## src/rtl/dump_pkg.sv

```systemverilog
// dump_pkg: shared states, phase encoding and stream-size constants for dump_sequencer
package dump_pkg;
    typedef enum logic [3:0] {
        IDLE, LOAD_PC, RB_REQ, RB_WAIT, DM_REQ, DM_WAIT, SEND, WAIT_TX, DONE, CHECKSUM
    } state_t;
    typedef enum logic [1:0] {PH_PC, PH_RB, PH_DM, PH_CK} phase_t;
    localparam int NB_BYTES_PER_WORD = 4;
    localparam int BYTE_CNT_W        = 2;
    localparam int WORD_CNT_W        = 5;
    localparam int NB_DUMP_BYTES     = NB_BYTES_PER_WORD * (1 + 32 + 32);
    localparam int NB_DUMP_BYTES_CK  = NB_DUMP_BYTES + 1;
endpackage

```

## src/rtl/word_serializer.sv

```systemverilog
// word_serializer: shifts a loaded word out LSB byte first, one byte per send/advance handshake
module word_serializer import dump_pkg::*; #(
    parameter int BYTE  = 8,
    parameter int DWORD = 32
) (
    input  logic             i_clock,
    input  logic             i_reset,
    input  logic             i_clear,
    input  logic             i_load,
    input  logic [DWORD-1:0] i_load_data,
    input  logic             i_send,
    input  logic             i_advance,
    output logic [BYTE-1:0]  o_tx_data,
    output logic             o_tx_start,
    output logic             o_last_byte
);
    logic [DWORD-1:0]      shift;
    logic [BYTE_CNT_W-1:0] cnt;
    always_ff @(posedge i_clock or negedge i_reset) begin
        if (!i_reset) begin
            shift      <= '0;
            cnt        <= '0;
            o_tx_start <= 1'b0;
        end else begin
            o_tx_start <= i_send;
            if (i_clear || i_load) begin
                shift <= i_clear ? '0 : i_load_data;
                cnt   <= '0;
            end else if (i_advance) begin
                shift <= shift >> BYTE;
                cnt   <= cnt + 1'b1;
            end
        end
    end
    assign o_tx_data   = shift[BYTE-1:0];
    assign o_last_byte = cnt == BYTE_CNT_W'(NB_BYTES_PER_WORD - 1);
endmodule

```

## src/rtl/dump_sequencer.sv

```systemverilog
// dump_sequencer: streams PC, R0..R31, M0..M31 bytewise to the UART; DUMP_CHECKSUM_EN appends an XOR checksum byte
module dump_sequencer import dump_pkg::*; #(
    parameter int BYTE        = 8,
    parameter int DWORD       = 32,
    parameter int RB_ADDR     = 5,
    parameter int DM_ADDR     = 5,
    parameter int NB_RB_WORDS = 32,
    parameter int NB_DM_WORDS = 32
) (
    input  logic               i_clock,
    input  logic               i_reset,
    input  logic               i_start,
    input  logic               i_abort,
    input  logic               i_tx_done,
    input  logic [DWORD-1:0]   i_pc_value,
    input  logic [DWORD-1:0]   i_rb_data,
    input  logic [DWORD-1:0]   i_dm_data,
    output logic [RB_ADDR-1:0] o_rb_addr,
    output logic               o_rb_read_enable,
    output logic [DM_ADDR-1:0] o_dm_addr,
    output logic               o_dm_read_enable,
    output logic               o_dm_du_flag,
    output logic [BYTE-1:0]    o_tx_data,
    output logic               o_tx_start,
    output logic               o_busy,
    output logic               o_done
);
    localparam logic [WORD_CNT_W-1:0] LAST_RB = WORD_CNT_W'(NB_RB_WORDS - 1);
    localparam logic [WORD_CNT_W-1:0] LAST_DM = WORD_CNT_W'(NB_DM_WORDS - 1);
    state_t                state, nxt;
    phase_t                phase, nphase;
    logic [WORD_CNT_W-1:0] word, nword;
    logic                  load, adv, last_byte;
    logic [DWORD-1:0]      load_data;
`ifdef DUMP_CHECKSUM_EN
    logic [BYTE-1:0]       acc;
    always_ff @(posedge i_clock or negedge i_reset) begin
        if (!i_reset) acc <= '0;
        else acc <= (i_abort || state == LOAD_PC) ? '0 : adv ? acc ^ o_tx_data : acc;
    end
`endif
    always_comb begin
        nxt       = state;
        nphase    = phase;
        nword     = word;
        load      = 1'b0;
        adv       = 1'b0;
        load_data = '0;
        case (state)
            IDLE: if (i_start) begin
                nxt    = LOAD_PC;
                nphase = PH_PC;
                nword  = '0;
            end
            LOAD_PC: begin
                load      = 1'b1;
                load_data = i_pc_value;
                nxt       = SEND;
            end
            RB_REQ: nxt = RB_WAIT;
            RB_WAIT: begin
                load      = 1'b1;
                load_data = i_rb_data;
                nxt       = SEND;
            end
            DM_REQ: nxt = DM_WAIT;
            DM_WAIT: begin
                load      = 1'b1;
                load_data = i_dm_data;
                nxt       = SEND;
            end
`ifdef DUMP_CHECKSUM_EN
            CHECKSUM: begin
                load      = 1'b1;
                load_data = DWORD'(acc);
                nxt       = SEND;
            end
`endif
            SEND: nxt = WAIT_TX;
            WAIT_TX: if (i_tx_done) begin
                adv = 1'b1;
                if (phase == PH_CK) nxt = DONE;
                else if (!last_byte) nxt = SEND;
                else if (phase == PH_PC) begin
                    nxt    = RB_REQ;
                    nphase = PH_RB;
                    nword  = '0;
                end else if (phase == PH_RB && word != LAST_RB) begin
                    nxt   = RB_REQ;
                    nword = word + 1'b1;
                end else if (phase == PH_RB) begin
                    nxt    = DM_REQ;
                    nphase = PH_DM;
                    nword  = '0;
                end else if (word != LAST_DM) begin
                    nxt   = DM_REQ;
                    nword = word + 1'b1;
                end else begin
`ifdef DUMP_CHECKSUM_EN
                    nxt    = CHECKSUM;
                    nphase = PH_CK;
                    nword  = '0;
`else
                    nxt = DONE;
`endif
                end
            end
            DONE: nxt = IDLE;
            default: nxt = IDLE;
        endcase
        if (i_abort) begin
            nxt    = IDLE;
            nphase = PH_PC;
            nword  = '0;
            load   = 1'b0;
            adv    = 1'b0;
        end
    end
    // outputs are registered from the next state so they align with the state they describe
    always_ff @(posedge i_clock or negedge i_reset) begin
        if (!i_reset) begin
            state            <= IDLE;
            phase            <= PH_PC;
            word             <= '0;
            o_busy           <= 1'b0;
            o_done           <= 1'b0;
            o_rb_read_enable <= 1'b0;
            o_dm_read_enable <= 1'b0;
            o_rb_addr        <= '0;
            o_dm_addr        <= '0;
            o_dm_du_flag     <= 1'b0;
        end else begin
            state            <= nxt;
            phase            <= nphase;
            word             <= nword;
            o_busy           <= nxt != IDLE;
            o_done           <= nxt == DONE;
            o_rb_read_enable <= nxt == RB_REQ;
            o_dm_read_enable <= nxt == DM_REQ;
            o_rb_addr        <= i_abort ? '0 : nxt == RB_REQ ? RB_ADDR'(nword) : o_rb_addr;
            o_dm_addr        <= i_abort ? '0 : nxt == DM_REQ ? DM_ADDR'(nword) : o_dm_addr;
            o_dm_du_flag     <= nphase == PH_DM && nxt != DONE;
        end
    end
    word_serializer #(.BYTE(BYTE), .DWORD(DWORD)) u_ser (
        .i_clock     (i_clock),
        .i_reset     (i_reset),
        .i_clear     (i_abort),
        .i_load      (load),
        .i_load_data (load_data),
        .i_send      (nxt == SEND),
        .i_advance   (adv),
        .o_tx_data   (o_tx_data),
        .o_tx_start  (o_tx_start),
        .o_last_byte (last_byte)
    );
endmodule

```

## config.mk

```make
export PLATFORM = sky130hd
export DESIGN_NAME = dump_sequencer
export DESIGN_NICKNAME = d
export VERILOG_FILES = /design/src/rtl/dump_pkg.sv /design/src/rtl/word_serializer.sv /design/src/rtl/dump_sequencer.sv
export SDC_FILE = /design/constraint.sdc
export NUM_CORES = 1
export LEC_CHECK = 0
export ABC_AREA = 1
export BUFFER_PORTS_ARGS = -buffer_cell sky130_fd_sc_hd__buf_2
export CORE_MARGIN = 2
export CORE_UTILIZATION = 45
export CTS_CLUSTER_DIAMETER = 50
export DETAILED_ROUTE_END_ITERATION = 16
export PLACE_DENSITY = 0.73
export SLEW_MARGIN = 20
export SYNTH_ARGS = -nofsm -noshare
export SYNTH_HDL_FRONTEND = slang
export SYNTH_SLANG_ARGS = --single-unit
```

## constraint.sdc

```tcl
create_clock -name i_clock -period 2.5 [get_ports i_clock]
set_input_delay 0.5 -clock i_clock [delete_from_list [all_inputs] [get_ports i_clock]]
set_output_delay 0.5 -clock i_clock [all_outputs]
set_load 0.03 [all_outputs]
```

==> impl_metrics.tcl, run 1 <==
set metrics [dict create \
    status "completed" \
    synth_compound_area_share_pct 14.1 \
    cts_resized 0 \
    hold_buffers 0 \
    muxShareOfSynthArea_pct 0 \
    synth_seq_cells 61 \
    hpwl_mm 7.62 \
    crit_path_end_kind "flip-flop" \
    drt-vias-per-instance 5.21 \
    cp.arrival_ns 2.44 \
    diodes 0 \
    final_common_cell "nand2_1" \
    drive_gt1_share_pct 26.0 \
    gp_congestion 0.927 \
    timing.setup.tns_ns 0 \
    postLayoutCellArea_mm2 0.00452 \
    nets 740 \
    io_buffers 124 \
    m1WireLength_mm 4.72 \
    ir_worst_vdd_v 0.000413 \
    cts_buffer_depth 2 \
    synthSimpleGateAreaFrac_pct 32.8 \
    min_period_ns 2.22 \
    yosysWarnings 0 \
    reg2reg_slack_ns 0.28 \
    nFillCells 781 \
    syn-num-nets 627 \
    finalSetupViolations 0 \
    groute.usage.overall_pct 24.0 \
    via_count 3855 \
    core_area_mm2 0.00777 \
    dr_wl_met3_um 741 \
    crit_fanout 5 \
    fin_crit_sh_pct 88.6 \
    dpl_cell_area_mm2 0.00429 \
    syn_area_mm2 0.00363 \
    overflow 0 \
    wl_per_cell_um 13.8 \
    cts_setup_buffers 0 \
    cts_tree "built" \
    slew_viol_final 0 \
    yosys.area_share.adder_pct 2.07 \
    power_density_mw_per_mm2 754 \
    cts_made_buffers 9 \
    cts-root-buf "clkbuf_8" \
    tightestPinTransition_ns 0.832 \
    reg2reg_from "word[0]" \
    rows 32 \
    drtPass1Iterations 5 \
    layout_common_cells "nand2_1 (168), buf_2 (124), dfrtp_1 (61)" \
    highest-signal-layer "met4" \
    clkSinkCount 61 \
    min_path_type "in -> async" \
    route.met2.wl_mm 4.59 \
    synth_top_family_by_area "simple AND/OR/NAND/NOR gates" \
    r2r_end "o_rb_addr[1]" \
    crit_start "word[0]" \
    area_growth_syn_to_layout_pct 24.4 \
    path_clk_slew_ns 0.07 \
    crit_path_start_kind "flip-flop" \
    finalHoldViolCount 0 \
    grt_pass1_vias 3539 \
    antenna_found_initial 0 \
    synth_xor_area_share_pct 0 \
    fmax_ghz 0.451 \
    grt_pass1_wl_mm 16.5 \
    path_class "reg -> reg" \
    crit_required_ns 2.73 \
    clock_latency_ns 0.34 \
    dieArea_mm2 0.00881 \
    grt_max_degree 36 \
    h-tree-depth 3 \
    ys_seq_area_share_pct 42.0 \
    io_pins 125 \
    rsz0062_at_grt "no" \
    worstRegToRegCells 15 \
    cap_violations 0 \
    slew_headroom_pct 44.4 \
    drt_iter0_drc 257 \
    drc 0 \
    drt_wl_total_mm 10.2 \
    p_leak_nw 2.44 \
    syn_inst 520 \
    synth.avg_cell_area_um2 6.99 \
    final.setup_skew_ns 0.00898 \
    start_util_pct 46.8 \
    synth.distinct_cells 26 \
    ant_nets 0 \
    die_w_um 93.8 \
    die_h_um 93.8 \
]
per-stage QoR:
stage	total power, mW	instances	worst slack [ns]	hold WS (ns)	utilization, %
floorplan	2.11	520	0.438	0.204	-
global placement	2.39	724	0.290	0.457	55.2
detailed placement	2.43	724	0.198	0.472	55.2
CTS	3.42	740	0.174	0.252	58.1
global route	3.64	740	0.00923	0.302	58.2
finish	3.41	740	0.285	0.232	58.2
state kept, by name, summed over array words and instances, names as in the netlist:
register	cells
o_dm_du_flag	1
u_ser.o_tx_start	1
o_done	1
o_busy	1
o_dm_read_enable	1
u_ser.cnt	2
state	4
word	5
phase	2
o_rb_addr	5
u_ser.shift	32
o_dm_addr	5
o_rb_read_enable	1
cell type report:
type / instances / area, µm² / area share, %
clock buffer: 12 / 155 / 3.43
multi-input combinational: 385 / 1790 / 39.6
timing repair buffer: 133 / 688 / 15.2
clock inverter: 4 / 70.1 / 1.55
tap: 102 / 128 / 2.83
sequential: 61 / 1530 / 33.8
inverter: 43 / 161 / 3.57
cell families after synthesis:
| kind of cell | count (synthesis) |
|---|---|
| AND/OR/NAND/NOR | 284 |
| AO/OA/AOI/OAI | 95 |
| buffers and inverters | 74 |
| flip-flops | 61 |
| adder cells (fa/ha/maj) | 6 |
critical path: stages (launching register included):
cell and delay [ns]:
dfrtp_1 0.40, ha_1 0.18, inv_1 0.05, nor3_2 0.18
ha_1 0.19, ha_1 0.22, nand2_1 0.06, nand2_1 0.04
nand2_1 0.06, nand3_1 0.08, nand2_1 0.16, nand2_1 0.12
inv_1 0.10, nand2_2 0.10, nand3_1 0.10, nand2_1 0.05
metal layers:
metal	up-vias	global-route usage, %
met5	-	0
met4	0	9.66
met3	17	3.85
met2	157	36.7
met1	1777	34.2
li1	1904	-
cell usage after synthesis, drive strengths merged:
master	number	area, µm²
nand2	172	656
inv	42	158
dfrtp	61	1530
nor3	3	15.0
nand3	57	298
clkinv	1	3.75
ha	6	75.1
o21ai	47	235
a21oi	37	185
o211ai	1	7.51
nor2	48	198
o21bai	1	7.51
clkbuf	11	41.3
a31oi	1	6.26
a22o	8	70.1
nand4	4	25.0
buf	20	125
power by group:
group          internal, mW  switching (mW)
clock                 0.613           0.375
sequential             1.18           0.111
combinational         0.365           0.763
worst max path at each step:
stage                   endpoint  slack, ns  cells after the start
floorplan           o_rb_addr[1]       0.44                     15
global route        o_rb_addr[0]      0.009                     15
CTS                 o_rb_addr[1]       0.17                     15
detailed placement  o_rb_addr[0]       0.20                     15
finish              o_rb_addr[1]       0.28                     15
global placement    o_rb_addr[4]       0.29                     15
Power figures use the tool's default switching activity.
==> run 2, diff against run 1 <==
--- a/config.mk
+++ b/config.mk
@@ -8,10 +8,10 @@
 export ABC_AREA = 1
 export BUFFER_PORTS_ARGS = -buffer_cell sky130_fd_sc_hd__buf_2
 export CORE_MARGIN = 2
-export CORE_UTILIZATION = 45
+export CORE_UTILIZATION = 51
 export CTS_CLUSTER_DIAMETER = 50
 export DETAILED_ROUTE_END_ITERATION = 16
-export PLACE_DENSITY = 0.73
+export PLACE_DENSITY = 0.81
 export SLEW_MARGIN = 20
 export SYNTH_ARGS = -nofsm -noshare
 export SYNTH_HDL_FRONTEND = slang
==> impl_metrics.tcl, run 2 (same netlist as run 1, synthesis figures left out) <==
set metrics [dict create \
    crit_cells 15 \
    dieArea_mm2 0.00781 \
    top_register "u_ser.shift" \
    min_period_ns 2.22 \
    path_clk_slew_ns 0.07 \
    ir_worst_vdd_v 0.000430 \
    ff_latch_area_mm2 0.00153 \
    min_path_type "in -> async" \
    final.setup_skew_ns 0.00969 \
    crit_path_start_kind "flip-flop" \
    finalHoldViolCount 0 \
    slew_viol_final 0 \
    drt_wl_total_mm 9.75 \
    clock_latency_ns 0.34 \
    io_buffers 124 \
    diodes 0 \
    cp.arrival_ns 2.45 \
    path_class "reg -> reg" \
    crit_required_ns 2.73 \
    rows 30 \
    wl_per_cell_um 13.3 \
    drt-vias-per-instance 5.22 \
    nets 740 \
    fin_crit_sh_pct 88.8 \
    place_ws_ns 0.166 \
    cp_slowest_cell "dfrtp_1" \
    area_growth_syn_to_layout_pct 24.7 \
    power_density_mw_per_mm2 757 \
    crit_top_cell "nand2_1" \
    status "completed" \
    h-tree-depth 3 \
    crit_fanout 5 \
    nFillCells 625 \
    core_area_mm2 0.00683 \
    antenna_found_initial 0 \
    multi_input_area_mm2 0.00179 \
    finalSetupViolations 0 \
    grt_max_degree 35 \
    slew_headroom_pct 44.6 \
    cts_made_buffers 9 \
    critical_path.top_delay_family "simple AND/OR/NAND/NOR gates" \
    cts_buffer_depth 2 \
    start_util_pct 53.2 \
    cap_violations 0 \
    tightestPinTransition_ns 0.830 \
    drtPass1Iterations 5 \
    overflow 0 \
    drive_gt1_share_pct 26.1 \
    grt_pass1_vias 3450 \
    timing.final.ws_setup_ns 0.280 \
    slowest_delay_ns 0.41 \
    worstRegToRegCells 15 \
    ant_nets 0 \
    hold_buffers 0 \
    fmax_ghz 0.451 \
    via_count 3829 \
    timing.critical_path.buf_inv 2 \
    clkSinkCount 61 \
    largest_reg_flops 32 \
    drc 0 \
    die_w_um 88.4 \
    worstPathCellList "ha_1 > inv_1 > nor3_2 > ha_1 > ha_1 > nand2_1 > nand2_1 > nand2_1 > nand3_1 > nand2_1 > nand2_1 > inv_1 > nand2_2 > nand3_1 > nand2_1" \
    post-route-util_pct 66.3 \
    layout_common_cells "nand2_1 (168), buf_2 (124), dfrtp_1 (61)" \
    cts_tree "built" \
    drt_iter0_drc 280 \
    cts-root-buf "clkbuf_8" \
    grt_pass1_wl_mm 15.4 \
    crit_path_end_kind "flip-flop" \
    final_common_cell "nand2_1" \
    hpwl_mm 7.41 \
    groute.usage.overall_pct 25.2 \
    p_leak_nw 2.44 \
    die_h_um 88.4 \
    gp_congestion 0.899 \
    io_pins 125 \
]
[run 2: layout make-up]
type / count / share of cell area (%)
tap: 96 / 2.65
clock buffer: 12 / 3.65
clock inverter: 3 / 1.49
multi-input combinational: 385 / 39.5
inverter: 43 / 3.56
sequential: 61 / 33.7
timing repair buffer: 133 / 15.5
[run 2: what timing repair did]
| item | CTS | global route |
|---|---|---|
| setup buffers | 0 | 0 |
| resized for setup | 0 | 2 |
| setup endpoints to repair | 0 | 14 |
[run 2: final timing paths]
kind	startpoint	endpoint	slack [ns]
worst max-delay path	word[0]	o_rb_addr[4]	0.28
worst min register to register	u_ser.cnt[0]	u_ser.cnt[0]	0.50
max in group asynchronous	i_reset	u_ser.cnt[1]	1.53
worst min-delay path	i_reset	o_dm_du_flag	0.19
min in group i_clock	i_dm_data[30]	u_ser.shift[30]	0.44
worst max register to register	word[0]	o_rb_addr[4]	0.28
[run 2: stage by stage]
| stage | TNS (ns) | hold slack [ns] | std cells | power (mW) | area, µm² |
|---|---|---|---|---|---|
| after CTS | 0 | 0.220 | 733 | 3.44 | 4520 |
| after detailed placement | 0 | 0.490 | 718 | 2.43 | 4290 |
| after global routing | -0.0189 | 0.236 | 733 | 3.65 | 4530 |
| after global placement | 0 | 0.458 | 718 | 2.40 | 4290 |
| final | 0 | 0.193 | 733 | 3.43 | 4530 |
| after floorplan | 0 | 0.204 | 520 | 2.11 | 3630 |
[run 2: metal layers]
layer	part of all wire (%)	vias to the layer above	track usage [%]
met5	0	-	0
met2	47	141	41.8
met3	6.9	8	6.62
met1	45	1774	34.0
li1	-	1906	-
met4	0.85	0	4.27
[run 2: power breakdown]
group | internal, mW | switching [mW] | total (mW) | leakage, nW
clock | 0.637 | 0.372 | 1.01 | 0.115
combinational | 0.377 | 0.746 | 1.12 | 1.51
sequential | 1.18 | 0.115 | 1.30 | 0.810
==> run 3, diff against run 2 <==
==> constraint.sdc (replaced) <==
create_clock -name i_clock -period 2.5 [get_ports i_clock]
set_input_delay 0.375 -clock i_clock [delete_from_list [all_inputs] [get_ports i_clock]]
set_output_delay 0.375 -clock i_clock [all_outputs]
set_load 0.03 [all_outputs]
==> impl_metrics.tcl, run 3 (same netlist as run 1, synthesis figures left out) <==
set metrics [dict create \
    timing.setup.tns_ns 0 \
    hpwl_mm 7.33 \
    gp_congestion 0.905 \
    grt_pass1_vias 3484 \
    critical_path.top_delay_family "simple AND/OR/NAND/NOR gates" \
    crit_path_end_kind "flip-flop" \
    p_leak_nw 2.41 \
    crit_cells 15 \
    core_area_mm2 0.00683 \
    clock_latency_ns 0.33 \
    cts_setup_buffers 0 \
    min_path_type "in -> async" \
    cap_violations 0 \
    cts_made_buffers 9 \
    finalHoldViolCount 0 \
    min_period_ns 2.25 \
    area_growth_syn_to_layout_pct 23.0 \
    r2r_end "o_rb_addr[2]" \
    h-tree-depth 3 \
    dpl_cell_area_mm2 0.00428 \
    final.setup_skew_ns 0.00670 \
    clkSinkCount 61 \
    dieArea_mm2 0.00781 \
    via_count 3882 \
    postLayoutCellArea_mm2 0.00447 \
    drt_wl_total_mm 9.77 \
    reg2reg_from "word[0]" \
    slowest_delay_ns 0.40 \
    cp.arrival_ns 2.47 \
    worstRegToRegCells 15 \
    drc 0 \
    ir_worst_vdd_v 0.000354 \
    diodes 0 \
    final_common_cell "nand2_1" \
    grt_pass1_wl_mm 15.5 \
    worstPathCellList "ha_1 > inv_1 > nor3_2 > ha_1 > ha_1 > nand2_1 > nand2_1 > nand2_1 > nand3_1 > nand2_1 > nand2_1 > inv_1 > nand2_2 > nand3_1 > nand2_1" \
    io_buffers 124 \
    cts-root-buf "clkbuf_8" \
    post-route-util_pct 65.4 \
    die_h_um 88.4 \
    total_power_mw 3.19 \
    wl_per_cell_um 13.3 \
    cts_buffer_depth 2 \
    rows 30 \
    overflow 0 \
    fin_cells 732 \
    fmax_ghz 0.445 \
    top_register "u_ser.shift" \
    layout_common_cells "nand2_1 (167), buf_2 (124), dfrtp_1 (61)" \
    fin_crit_sh_pct 90.0 \
    finalSetupViolations 0 \
    start_util_pct 53.2 \
    crit_required_ns 2.72 \
    io_pins 125 \
    crit_top_cell "nand2_1" \
    slew_viol_final 0 \
    ant_nets 0 \
    status "completed" \
    dp.cells 717 \
    path_clk_slew_ns 0.06 \
    path_class "reg -> reg" \
    groute.usage.overall_pct 25.5 \
    power_density_mw_per_mm2 714 \
    cts_tree "built" \
    cp_slowest_cell "dfrtp_1" \
    antenna_found_initial 0 \
    rsz0062_at_grt "no" \
    timing.critical_path.buf_inv 2 \
    slew_headroom_pct 46.0 \
    grt_max_degree 35 \
    reg2reg_slack_ns 0.25 \
    nets 739 \
    tightestPinTransition_ns 0.809 \
    drt-vias-per-instance 5.30 \
    drive_gt1_share_pct 25.6 \
    largest_reg_flops 32 \
    crit_path_start_kind "flip-flop" \
    crit_fanout 5 \
    die_w_um 88.4 \
    drtPass1Iterations 5 \
    drt_iter0_drc 381 \
]
[run 3: cell count changes in the layout (fill, tap and decap cells not counted), sizes merged]
cell and change:
bufinv -2, clkbuf +2, buf -1, clkinv +1, clkinvlp -1
[run 3: worst max-delay path by stage]
stage                 start      endpoint
floorplan           word[0]  o_rb_addr[1]
detailed placement  word[0]  o_rb_addr[2]
CTS                 word[0]  o_rb_addr[2]
global route        word[0]  o_rb_addr[3]
global placement    word[0]  o_rb_addr[4]
finish              word[0]  o_rb_addr[2]
[run 3: metrics by stage]
step           setup WS, ns  hold slack, ns
2_1_floorplan         0.438          0.0794
3_3_place_gp          0.263           0.459
3_5_place_dp          0.127           0.480
4_1_cts               0.109           0.135
5_1_grt             0.00246           0.169
6_report              0.251           0.119
[run 3: routing by layer]
| layer | up-vias | wire (µm) | global-route usage, % |
|---|---|---|---|
| met1 | 1786 | 4300 | 35.1 |
| met5 | - | 0 | 0 |
| met4 | 0 | 195 | 8.82 |
| met3 | 21 | 850 | 5.41 |
| met2 | 168 | 4430 | 40.3 |
| li1 | 1907 | - | - |
[run 3: area by class of cell]
type,instances,area [µm²]
clock buffer,14,173
tap,96,120
sequential,61,1530
clock inverter,1,5.00
timing repair buffer,132,693
fill,633,2360
multi-input combinational,385,1790
inverter,43,161
[run 3: where the power goes]
part	internal [mW]	total (mW)	switching, mW	leakage (nW)
registers	1.18	1.29	0.111	0.810
clock network	0.435	0.789	0.354	0.0926
logic	0.367	1.11	0.745	1.51
[run 3: timing repair]
action | CTS | global route
gates resized for setup | 0 | 2
hold buffers | 0 | 0
setup endpoints to repair | 0 | 13
